**src/rtl/csr_uart_tx.sv**
```systemverilog
// csr_uart_tx
//   CSR-mapped 8N1 UART transmitter. Bytes written to BASE_ADDR are queued in a
//   circular FIFO and shifted out LSB first on tx. A status read at BASE_ADDR
//   returns {29'b0, overflow, busy, full}; all-zero means ready.
//
//   Parameters
//     BASE_ADDR  CSR address for data write and status read
//     BAUD_DIV   clk cycles per serial bit (>= 2)
//     FIFO_LOG2  FIFO depth is 2**FIFO_LOG2 bytes (>= 1)
//
//   Ports
//     clk     clock, all state on rising edge
//     rst     asynchronous active-high reset
//     read    CSR read strobe, qualified by the previous cycle's addr
//     modify  CSR modify op (1 = write), qualified by the previous cycle's addr
//     wdata   CSR write data, byte in [7:0]
//     addr    CSR address, presented one cycle ahead of read/modify
//     rdata   registered status, zero when not selected
//     valid   registered, high when this block answers a read
//     tx      registered serial output, idle high
module csr_uart_tx #(
  parameter logic [11:0] BASE_ADDR = 12'hBC0,
  parameter int unsigned BAUD_DIV  = 868,
  parameter int unsigned FIFO_LOG2 = 3
) (
  input  logic        clk,
  input  logic        rst,
  input  logic        read,
  input  logic [2:0]  modify,
  input  logic [31:0] wdata,
  input  logic [11:0] addr,
  output logic [31:0] rdata,
  output logic        valid,
  output logic        tx
);

  localparam int unsigned DEPTH = 1 << FIFO_LOG2;
  localparam int unsigned PW    = FIFO_LOG2 + 1;
  localparam int unsigned CW    = $clog2(BAUD_DIV);
  localparam logic [CW-1:0] CNT_LAST = CW'(BAUD_DIV - 1);

  typedef enum logic [1:0] {IDLE, START, DATA, STOP} state_e;

  state_e         state_q;
  logic [CW-1:0]  cnt_q;
  logic [2:0]     idx_q;
  logic [7:0]     shift_q;
  logic           tx_q;
  logic [11:0]    addr_q;
  logic [31:0]    rdata_q;
  logic           valid_q;
  logic           ovf_q, ovf_d;
  logic [PW-1:0]  wptr_q, wptr_d;
  logic [PW-1:0]  rptr_q, rptr_d;
  logic [7:0]     mem_q [DEPTH];

  logic        sel, push, rd_hit, pop, push_ok, ovf_set;
  logic        full, empty, busy, bit_end;
  logic [7:0]  head;
  logic [31:0] status;
  logic        unused_wdata;

  // Only the low byte is transmitted.
  assign unused_wdata = ^wdata[31:8];

  always_comb begin
    sel     = (addr_q == BASE_ADDR);
    push    = sel && (modify == 3'd1);
    rd_hit  = sel && read;
    empty   = (wptr_q == rptr_q);
    full    = (wptr_q[PW-1] != rptr_q[PW-1]) &&
              (wptr_q[PW-2:0] == rptr_q[PW-2:0]);
    busy    = !empty || (state_q != IDLE);
    bit_end = (cnt_q == CNT_LAST);
    head    = mem_q[rptr_q[PW-2:0]];
    // Pop from IDLE, or at the end of STOP so frames run back to back.
    pop     = !empty && ((state_q == IDLE) || ((state_q == STOP) && bit_end));
    // A pop in the same cycle frees a slot, so a push while full still fits.
    push_ok = push && (!full || pop);
    ovf_set = push && full && !pop;
    wptr_d  = wptr_q + PW'(push_ok);
    rptr_d  = rptr_q + PW'(pop);
    // A fresh overflow wins over the clear caused by a status read.
    ovf_d   = ovf_set ? 1'b1 : (rd_hit ? 1'b0 : ovf_q);
    status  = {29'b0, ovf_q, busy, full};
  end

  always_ff @(posedge clk) begin
    if (push_ok) mem_q[wptr_q[PW-2:0]] <= wdata[7:0];
  end

  always_ff @(posedge clk or posedge rst) begin
    if (rst) begin
      state_q <= IDLE;
      cnt_q   <= '0;
      idx_q   <= '0;
      shift_q <= '0;
      tx_q    <= 1'b1;
      addr_q  <= '0;
      rdata_q <= '0;
      valid_q <= 1'b0;
      ovf_q   <= 1'b0;
      wptr_q  <= '0;
      rptr_q  <= '0;
    end else begin
      addr_q  <= addr;
      valid_q <= rd_hit;
      rdata_q <= rd_hit ? status : '0;
      ovf_q   <= ovf_d;
      wptr_q  <= wptr_d;
      rptr_q  <= rptr_d;
      unique case (state_q)
        IDLE: begin
          tx_q <= 1'b1;
          if (pop) begin
            shift_q <= head;
            cnt_q   <= '0;
            state_q <= START;
            tx_q    <= 1'b0;
          end
        end
        START: begin
          if (bit_end) begin
            cnt_q   <= '0;
            idx_q   <= '0;
            state_q <= DATA;
            tx_q    <= shift_q[0];
          end else begin
            cnt_q <= cnt_q + CW'(1);
          end
        end
        DATA: begin
          if (bit_end) begin
            cnt_q <= '0;
            if (idx_q == 3'd7) begin
              state_q <= STOP;
              tx_q    <= 1'b1;
            end else begin
              shift_q <= shift_q >> 1;
              idx_q   <= idx_q + 3'd1;
              tx_q    <= shift_q[1];
            end
          end else begin
            cnt_q <= cnt_q + CW'(1);
          end
        end
        STOP: begin
          if (bit_end) begin
            cnt_q <= '0;
            if (pop) begin
              shift_q <= head;
              state_q <= START;
              tx_q    <= 1'b0;
            end else begin
              state_q <= IDLE;
              tx_q    <= 1'b1;
            end
          end else begin
            cnt_q <= cnt_q + CW'(1);
          end
        end
        default: state_q <= IDLE;
      endcase
    end
  end

  assign tx    = tx_q;
  assign rdata = rdata_q;
  assign valid = valid_q;

endmodule

```
**config.mk**
```make
export PLATFORM = sky130hd
export DESIGN_NAME = csr_uart_tx
export DESIGN_NICKNAME = d
export VERILOG_FILES = /design/src/rtl/csr_uart_tx.sv
export SDC_FILE = /design/constraint.sdc
export NUM_CORES = 1
export LEC_CHECK = 0
export BUFFER_PORTS_ARGS = -buffer_cell sky130_fd_sc_hd__buf_4
export CAP_MARGIN = 20
export CORE_UTILIZATION = 50
export DETAILED_ROUTE_END_ITERATION = 6
export HOLD_SLACK_MARGIN = 0.02
export PLACE_DENSITY = 0.72
export SYNTH_ARGS = -nofsm -noshare
export SYNTH_HDL_FRONTEND = slang
export SYNTH_SLANG_ARGS = --single-unit
export TNS_END_PERCENT = 5
```
**constraint.sdc**
```tcl
create_clock -name clk -period 6.7 [get_ports clk]
set_input_delay 1.34 -clock clk [delete_from_list [all_inputs] [get_ports clk]]
set_output_delay 1.34 -clock clk [all_outputs]
set_load 0.1 [all_outputs]
```
# Word-level counts from Yosys, hierarchy flattened
# Memories as Yosys holds them, arrays and structs flattened.
# Cells that the tools add are included.
# totals
ff_bits	49
latchBits	0
mem_bits_rw	64
rom_bits	0
in_bits	50
out_inout_bits	34
wordCells	86
mem_count	1
# memory_table
name	depth	word_bits	rd	rd_ports_with_merged_regs	write_ports	line	source
mem_q	8	8	1	0	1	55	logic [7:0] mem_q [DEPTH];
# classes
n_addsub	4
multipliers	0
div	0
magnitude_cmp	0
n_eq_ne	16
shifts	0
muxes	30
bitwise_logic	0
n_reduce_logical	24
# op_table
op	n
two-way mux 8 bit	4
case mux 8 bit (3 select lines)	1
two-way mux 10 bit	2
case mux 10 bit (2 select lines)	1
== test 12 bit, second input constant	1
two-way mux 3 bit	4
!= test 2 bit, second input constant	6
adder 10 x 1 -> 10 bit, second input constant	1
== test 10 bit, second input constant	1
two-way mux 1 bit	10
two-way mux 2 bit	5
adder 4 x 1 -> 4 bit	2
logical AND 1 bit	8
case mux 2 bit (4 select lines)	1
AND reduction 4 bit	2
case mux 3 bit (2 select lines)	1
nonzero test 2 bit	3
AND reduction 5 bit	1
== test 2 bit, second input constant	2
== test 4 bit	1
case mux 1 bit (4 select lines)	1
adder 3 x 1 -> 3 bit, second input constant	1
== test 3 x 1 -> 1 bit, second input constant	1
== test 3 bit	1
other kinds (9)	13

# Logic depth before layout (Yosys ltp)
# Gate-level depths: netlist of the first run.
# depth
ltp_word	8
depth_mapped	9

# Worst setup path before layout of the first run
# Ideal clock, no wire load.
# synth_path
path_kind	input port to flip-flop
start	input port modify[1]
end	memory mem_q[0][0], enable pin
setup_time_ns	0.383
arrival_ns	2.602
t_required_ns	6.317
slack_ns	3.714
cell_stages	5
n_path_buf	0
path_cell_list	nor3b_1 -> nand4_1 -> o21ba_2 -> nand2b_1 -> nor3_1
# synth_between
elab_chain_len	5
# synth_lines
element	line	source
start, declared	29	input logic [2:0] modify,
== test 3 x 1 -> 1 bit	68	push = sel && (modify == 3'd1);
logical AND 1 bit	68	
logical AND 1 bit	79	push_ok = push && (!full || pop);
two-way mux 1 bit	89	if (push_ok) mem_q[wptr_q[PW-2:0]] <= wdata[7:0];
two-way mux 1 bit (not written as such)	89	
end, declared	55	
# No other way between the ends.

# Worst setup path in the final report of the first run
# layout_path
start	input port modify[1]
end	memory mem_q[5][1], enable pin
# The elaborated chain is that of the path after synthesis.

==> results of run 1 <==
[cell type report]
cell class	instances	area, µm²
clock inverters	15	145
repair buffers	34	275
multi-input cells	222	1620
clock buffers	17	414
flip-flops and latches	113	3150
fillers	761	3950
inverters	14	52.6
well taps	133	166
[layer usage]
metal  track usage (%)  vias to the layer above
met3              5.95                       11
met2              31.1                       68
met5                 0                        -
met4              8.24                        0
met1              24.0                     1432
li1                  -                     1377
[layout by cell type, fill, tap and decap left out, types with 12 or more instances in the layout]
| master | instances |
|---|---|
| clkbuf_16 | 16 |
| conb_1 | 29 |
| nor4_1 | 13 |
| nor2_1 | 29 |
| ha_1 | 12 |
| edfxtp_1 | 64 |
| buf_4 | 32 |
| nand2_1 | 17 |
| inv_1 | 12 |
| dfrtp_1 | 48 |
| o21ai_0 | 22 |
| mux4_2 | 16 |
[registers in the layout (all words and copies together), names as in the netlist]
| register | count |
|---|---|
| addr_q | 12 |
| cnt_q | 10 |
| idx_q | 3 |
| mem_q | 64 |
| ovf_q | 1 |
| rdata | 3 |
| rptr_q | 4 |
| shift_q | 8 |
| state_q | 2 |
| tx | 1 |
| valid | 1 |
| wptr_q | 4 |
[logic make-up after synthesis]
kind of cell	after synthesis	share of synthesized area (%)
other cells	1	0.0745
mux	21	8.20
buf+inv	59	7.24
compound gates	44	5.99
xor+xnor	10	1.74
simple gates	106	11.2
fa+ha+maj	12	2.98
flops	113	62.6
[power groups by stage]
stage	Clock (mW)	Combinational (mW)	Sequential [mW]
finish	0.838	0.679	0.910
global route	0.887	0.753	0.926
CTS	0.850	0.654	0.928
detailed placement	0	0.652	0.941
global placement	0	0.629	0.937
floorplan	0	0.607	0.879
[worst max-delay path, stage by stage]
cell and delay, ns:
buf_4 0.11, nor3b_1 0.17, nand4_1 0.15, o21ba_2 0.32
nand2b_1 0.12, nor2_1 0.72
[final timing paths]
| kind | start | to | slack [ns] | depth (start not counted) |
|---|---|---|---|---|
| max in group asynchronous | rst | idx_q[0]$_DFFE_PP0P_ | 5.45 | 3 |
| min in group asynchronous | rst | cnt_q[2]$_DFFE_PP0P_ | 0.76 | 2 |
| min | tx$_DFFE_PP1P_ | tx$_DFFE_PP1P_ | 0.49 | 2 |
| max | modify[1] | mem_q[5][1]$_DFFE_PP_ | 3.92 | 6 |
| min reg2reg | tx$_DFFE_PP1P_ | tx$_DFFE_PP1P_ | 0.49 | 2 |
| max reg2reg | cnt_q[0]$_DFFE_PP0P_ | mem_q[5][1]$_DFFE_PP_ | 4.02 | 6 |
[per-stage QoR]
stage,cell area [µm²],power (mW),instances,hold slack [ns]
2_1_floorplan,5140,1.49,394,0.444
3_5_place_dp,5230,1.59,514,0.483
5_1_grt,5830,2.57,548,0.499
6_report,5830,2.43,548,0.486
3_3_place_gp,5230,1.57,514,0.468
4_1_cts,5790,2.43,546,0.492
==> flow_summary.yaml, run 1 <==
pwr:
  pwr-share-comb_pct: 28.0
  switchingPower_mw: 0.837
  power.static_leakage_nw: 2.37
  vdd_drop_max_mv: 0.250
  internal_power_mw: 1.59
  swShare_pct: 34.5
  power_frac_clock_pct: 34.5
  p_per_area_nw_per_um2: 417
  seqPwrFrac_pct: 37.5
timing:
  finalHoldViolations: 0
  slew_headroom_pct: 38.6
  final.setup.tns_ns: 0
  rsz0062_at_grt: "no"
  fin_crit_sh_pct: 41.5
  setup_viol_count_final: 0
  min_period_ns: 2.78
  slew_viol_final: 0
  setup_ws_ns: 3.92
  fin_skew_ns: 0.0116
  worstMarginPinSlew_ns: 0.918
  clock.fmax_mhz: 360
critical_path:
  critPathArrivalTime_ns: 2.93
  cp_max_fo: 8
  path_class: "in2reg"
  required_ns: 6.85
  startpoint_type: "input port"
  end_kind: "flop"
floorplan:
  die_area_um2: 10500
  die_h_um: 102
  coreArea_um2: 9770
  initial_core_util_pct: 51.5
  rows: 36
  io_pins: 84
  fp.dieW_um: 102
yosys:
  synth_top_area_cell: "edfxtp_1"
  syn_inst: 366
  synth_seq_cells: 113
  seq_area_frac_synth_pct: 62.6
  synthTopCellsByArea: "edfxtp_1 (38%), dfrtp_1 (24%), mux4_2 (7.2%), buf_4 (4.8%), ha_1 (3.0%)"
  ys_types: 55
  synth_area_um2: 5030
  synth_edf_count: 64
  synth.most_common_cell: "edfxtp_1"
  synth_top_area_share_pct: 38.2
  synth-main-ff-cell: "edfxtp_1"
  yosys_warnings: 0
  synth_top_cells_by_count: "edfxtp_1 (64), dfrtp_1 (48), buf_4 (32)"
  syn_avg_cell_area_um2: 13.7
  ys_async_sr_fraction_pct: 43.4
clock_network:
  htree_levels: 4
  clk_latency_ns: 0.52
  cts.sink_count: 113
  cts_buffers: 17
  ctsResizeCount: 0
  root_buffer: "clkbuf_8"
  hold_buffers: 0
  post_cts_buffers: 0
  clk_path_buf_depth: 2
  cts_tree: "done"
  clk_pin_slew_ns: 0.06
global_route:
  first_global_vias: 2951
  grt_use_total_pct: 19.2
  grt_pass1_wl_um: 14500
  grt_start_max_net_pins: 50
  grt_overflow: 0
  antenna_found_initial: 0
placed_design:
  dp_hpwl_um: 5550
  gp_congestion: 0.733
  port_buffers: 30
  post-place-ws_ns: 3.33
cells_and_area:
  post-route-util_pct: 59.6
  antenna_cells: 0
  layout.nets: 464
  drive_gt1_share_pct: 22.9
  syn2layout_area_growth_pct: 15.8
routing:
  wl_met3_um: 343
  wl_per_cell_um: 15.7
  viasPerCell: 5.27
  wl_met1_um: 3710
  wl_met2_um: 4390
  ant_nets: 0
  vias: 2888
  drtPass1Iterations: 4
  drtIter0Drc: 131
  wl_um: 8590
  top_layer: "met4"
  drc: 0
status:
  status: "finished, final reports clean"
run:
  drv_cap: 0
hold_path:
  hold_class: "reg2reg"
Power figures use the tool's default switching activity.
==> run 2: changes to the inputs <==
Settings changed: PLACE_DENSITY 0.72 to 0.75.
Clock period 6.7 ns to 2.2 ns, I/O delays scaled along.
==> run 2 against run 1 <==
  * Cell area increased by 7.5%
  * Total power increased to 3.3 times the previous value
  * Count of clock-buffer cells in the layout unchanged
  * Register-to-register slack got worse by 4.0 ns
  * Via count increased by 9.1%
  * Critical path type is now reg2reg
  * Largest power group is now the clock network
==> flow_summary.yaml, run 2 (synthesis results as in run 1) <==
clock_network:
  cts.sink_count: 113
  root_buffer: "clkbuf_8"
  clk_pin_slew_ns: 0.06
  clk_path_buf_depth: 2
  clk_latency_ns: 0.52
  cts_tree: "done"
  cts_buffers: 17
  htree_levels: 4
cells_and_area:
  antenna_cells: 0
  layoutNonFillerInstCount: 585
  final_common_cell: "edfxtp_1"
  final_cell_mix: "edfxtp_1 (64), buf_4 (59), dfrtp_1 (48)"
  drive_gt1_share_pct: 28.5
  syn2layout_area_growth_pct: 24.4
  layout.nets: 501
  finalInstanceArea_um2: 6260
  largest_reg_flops: 64
timing:
  fin_crit_sh_pct: 98.4
  fin_skew_ns: 0.0116
  clock.fmax_mhz: 462
  worstMarginPinSlew_ns: 0.607
  finalHoldViolations: 0
  slew_headroom_pct: 59.5
  fin_hold_ws_ns: 0.0390
  setup_viol_count_final: 0
  slew_viol_final: 0
  min_period_ns: 2.16
floorplan:
  io_pins: 84
  fp.dieW_um: 102
  die_h_um: 102
  rows: 36
  coreArea_um2: 9770
  die_area_um2: 10500
  initial_core_util_pct: 51.5
critical_path:
  critPathArrivalTime_ns: 2.55
  critPathSlowestCell: "dfrtp_1"
  path_cells: "ha_4 -> and4b_2 -> a41o_1 -> buf_4 -> buf_4 -> nand2_2 -> buf_4 -> nor4_1 -> nor4_1"
  cp_max_fo: 8
  crit_top_cell: "buf_4"
  path_class: "reg2reg"
  end_kind: "flop"
  required_ns: 2.58
  startpoint_type: "flop"
  critPathMaxStageDelay_ns: 0.42
routing:
  wl_per_cell_um: 17.6
  wl_met1_um: 4170
  top_layer: "met4"
  vias: 3152
  wl_met3_um: 422
  drtIter0Drc: 197
  wl_um: 10300
  drc: 0
  viasPerCell: 5.39
  drtPass1Iterations: 5
  wl_met2_um: 5520
  ant_nets: 0
hold_path:
  hold_class: "in2reg"
global_route:
  first_global_vias: 3096
  antenna_found_initial: 0
  grt_start_max_net_pins: 50
  grt_overflow: 0
  grt_pass1_wl_um: 16100
  grt_use_total_pct: 21.4
pwr:
  vdd_drop_max_mv: 1.08
  power.static_leakage_nw: 2.58
  total_power_mw: 8.05
  p_per_area_nw_per_um2: 1290
status:
  status: "finished, final reports clean"
placed_design:
  placed_cells: 538
  dpl-instance-area_um2: 5420
  port_buffers: 30
  gp_congestion: 0.778
  dp_hpwl_um: 5890
run:
  drv_cap: 0
## run 2: repair_timing
item / CTS / global route
endpoints found under the setup margin: 16 / 68
gates resized for setup: 1 / 10
endpoints found under the hold margin: 11 / 0
buffers inserted: 1 / 3
hold buffers: 11 / 0
pin swaps: 1 / 2
gates cloned: 0 / 0
## run 2: worst max-delay path, delay by kind of cell, from the launching register on
kind	cells	cell delay, ns
buf+inv	3	0.41
flops	1	0.42
fa+ha+maj	1	0.17
compound gates	1	0.22
simple gates	4	0.81
## run 2: area by class of cell
cell class                      instances  area [µm²]
Sequential cell                       113        3150
Fill cell                             662        3510
Inverter                               14        52.6
Clock inverter                         15         233
Timing Repair Buffer                   71         564
Tap cell                              133         166
Clock buffer                           17         414
Multi-Input combinational cell        222        1680
## run 2: per-stage QoR
| stage | setup WS, ns | TNS (ns) | util [%] |
|---|---|---|---|
| 2_1_floorplan | -0.131 | -1.05 | - |
| 3_3_place_gp | 0.0903 | 0 | 55.4 |
| 3_5_place_dp | 0.0159 | 0 | 55.4 |
| 4_1_cts | 0.0339 | 0 | 63.3 |
| 5_1_grt | -0.0300 | -0.503 | 64.1 |
| 6_report | 0.0350 | 0 | 64.1 |
## run 2: worst paths after layout
path	depth (start not counted)	start	to	slack [ns]
setup / recovery	9	cnt_q[1]$_DFFE_PP0P_	shift_q[4]$_DFFE_PP0P_	0.04
hold / removal	1	addr[11]	addr_q[11]$_DFF_PP0_	0.04
setup reg to reg	9	cnt_q[1]$_DFFE_PP0P_	shift_q[4]$_DFFE_PP0P_	0.04
hold reg to reg	2	tx$_DFFE_PP1P_	tx$_DFFE_PP1P_	0.49
max in group asynchronous	3	rst	shift_q[1]$_DFFE_PP0P_	1.70
min in group asynchronous	3	rst	cnt_q[0]$_DFFE_PP0P_	0.09
## run 2: power by group
part / total, mW / switching [mW] / internal (mW)
combinational: 2.44 / 1.43 / 1.01
sequential: 2.64 / 0.189 / 2.46
clock: 2.97 / 1.00 / 1.97
## run 2: routing by layer
layer | GRT usage (%) | vias up
met2 | 36.3 | 105
met1 | 25.8 | 1576
met3 | 6.29 | 17
met4 | 8.68 | 0
li1 | - | 1454
met5 | 0 | -
==> run 3: changes to the inputs <==
Settings changed: ABC_CLOCK_PERIOD_IN_PS set to 2200, CORE_UTILIZATION 50 to 51, PLACE_DENSITY 0.75 to 0.76.
==> run 3 against run 2 <==
  * Cell count grew 0.85%
  * Clock skew shrank 0.0013 ns
  * Flip-flop and latch count is the same
  * Critical path depth shrank 1
  * Combinational power grew 4%
  * Non-clock buffer count grew 9
  * Count of clock-buffer cells in the layout is the same
  * Critical endpoint is now wptr_q[2]$_DFF_PP0_
  * Largest power group unchanged
  * Highest routed layer unchanged
==> flow_summary.yaml, run 3 (synthesis results as in run 1) <==
cells_and_area:
  antenna_cells: 0
  layout.nets: 510
  syn2layout_area_growth_pct: 25.6
  n_fill_cell: 625
  final_common_cell: "buf_4"
  post-route-util_pct: 67.1
  largest_reg_flops: 64
  drive_gt1_share_pct: 31.0
  final_cell_mix: "buf_4 (67), edfxtp_1 (64), dfrtp_1 (48)"
  finalInstanceArea_um2: 6320
floorplan:
  die_h_um: 101
  initial_core_util_pct: 53.4
  coreArea_um2: 9420
  die_area_um2: 10300
  fp.dieW_um: 101
  io_pins: 84
  rows: 35
timing:
  fin_hold_ws_ns: 0.0340
  finalHoldViolations: 0
  fin_crit_sh_pct: 95.7
  fin_skew_ns: 0.0104
  clock.fmax_mhz: 475
  setup_ws_ns: 0.0955
  min_period_ns: 2.10
  setup_viol_count_final: 0
  rsz0062_at_grt: "no"
  slew_viol_final: 0
  worstMarginPinSlew_ns: 0.711
  slew_headroom_pct: 52.5
pwr:
  internal_power_mw: 5.27
  switchingPower_mw: 2.62
  vdd_drop_max_mv: 0.714
  total_power_mw: 7.88
  seqPwrFrac_pct: 33.0
  swShare_pct: 33.2
  power_frac_clock_pct: 34.7
  pwr-share-comb_pct: 32.3
  p_per_area_nw_per_um2: 1250
  power.static_leakage_nw: 2.61
routing:
  wl_um: 10300
  viasPerCell: 5.37
  drc: 0
  vias: 3171
  drtIter0Drc: 215
  wl_per_cell_um: 17.5
  drtPass1Iterations: 5
  ant_nets: 0
critical_path:
  reg2regPathDepth: 8
  critPathArrivalTime_ns: 2.50
  startpoint_type: "flop"
  required_ns: 2.60
  end_kind: "flop"
  path_depth: 8
  critPathTopFamily: "adder cells"
  critPathSlowestCell: "dfrtp_1"
  crit_top_cell: "ha_1"
  crit_buf_inv: 1
  critPathMaxStageDelay_ns: 0.39
  path_cells: "ha_2 -> and4b_1 -> a41o_1 -> o21ba_4 -> buf_4 -> ha_1 -> ha_1 -> xor2_1"
  path_class: "reg2reg"
  cp_max_fo: 4
clock_network:
  clk_latency_ns: 0.52
  root_buffer: "clkbuf_8"
  htree_levels: 4
  cts_buffers: 17
  clk_pin_slew_ns: 0.06
  cts_tree: "done"
  clk_path_buf_depth: 2
  cts.sink_count: 113
global_route:
  grt_use_total_pct: 22.5
  grt_overflow: 0
  first_global_vias: 3267
  grt_pass1_wl_um: 16600
  grt_start_max_net_pins: 35
  antenna_found_initial: 0
placed_design:
  post-place-ws_ns: -0.315
  dp_hpwl_um: 6000
  dpl-instance-area_um2: 5500
  gp_congestion: 0.818
  port_buffers: 30
run:
  drv_cap: 0
hold_path:
  hold_class: "in2async"
status:
  status: "finished, final reports clean"
[run 3: what timing repair did]
| action | 4_1_cts | 5_1_grt |
|---|---|---|
| endpoints found under the hold margin | 12 | 0 |
| setup buffers | 0 | 1 |
| cloned | 0 | 0 |
| endpoints found under the setup margin | 48 | 68 |
| hold buffers | 12 | 0 |
| pin swaps | 0 | 2 |
| gates resized for setup | 9 | 13 |
[run 3: path summary, 6_finish.rpt]
path	startpoint	end	slack (ns)
min reg2reg	cnt_q[9]$_DFFE_PP0P_	cnt_q[9]$_DFFE_PP0P_	0.49
max in group asynchronous	rst	addr_q[4]$_DFF_PP0_	1.52
min	rst	rdata[1]$_DFF_PP0_	0.03
max	cnt_q[1]$_DFFE_PP0P_	wptr_q[2]$_DFF_PP0_	0.1
min in group clk	wdata[5]	mem_q[5][5]$_DFFE_PP_	0.15
max reg2reg	cnt_q[1]$_DFFE_PP0P_	wptr_q[2]$_DFF_PP0_	0.1
[run 3: power groups by stage]
stage / Sequential (mW) / Combinational [mW] / Clock (mW)
2_1_floorplan: 2.68 / 1.85 / 0
6_report: 2.60 / 2.54 / 2.74
5_1_grt: 2.62 / 2.79 / 2.85
4_1_cts: 2.59 / 2.49 / 2.75
3_5_place_dp: 2.63 / 2.44 / 0
3_3_place_gp: 2.62 / 2.38 / 0
[run 3: metrics by stage]
| stage | cells | TNS [ns] |
|---|---|---|
| final | 590 | 0 |
| after global routing | 590 | 0 |
| after CTS | 589 | -3.10 |
| after detailed placement | 545 | -11.90 |
| after global placement | 545 | -8.11 |
| after floorplan | 394 | -1.05 |
[run 3: layer usage]
| metal | up-vias | track usage [%] | part of all wire, % |
|---|---|---|---|
| met5 | - | 0 | 0 |
| met4 | 0 | 9.03 | 1.1 |
| met3 | 10 | 6.28 | 4.4 |
| met2 | 104 | 39.1 | 53 |
| met1 | 1587 | 26.4 | 41 |
| li1 | 1470 | - | - |
[run 3: cell type report]
type,instances,area (µm²),share of cell area (%)
clock buffers,17,414,6.55
clock inverters,15,181,2.87
inverters,14,52.6,0.831
multi-input cells,222,1720,27.2
flip-flops and latches,113,3150,49.8
well taps,129,161,2.55
repair buffers,80,643,10.2
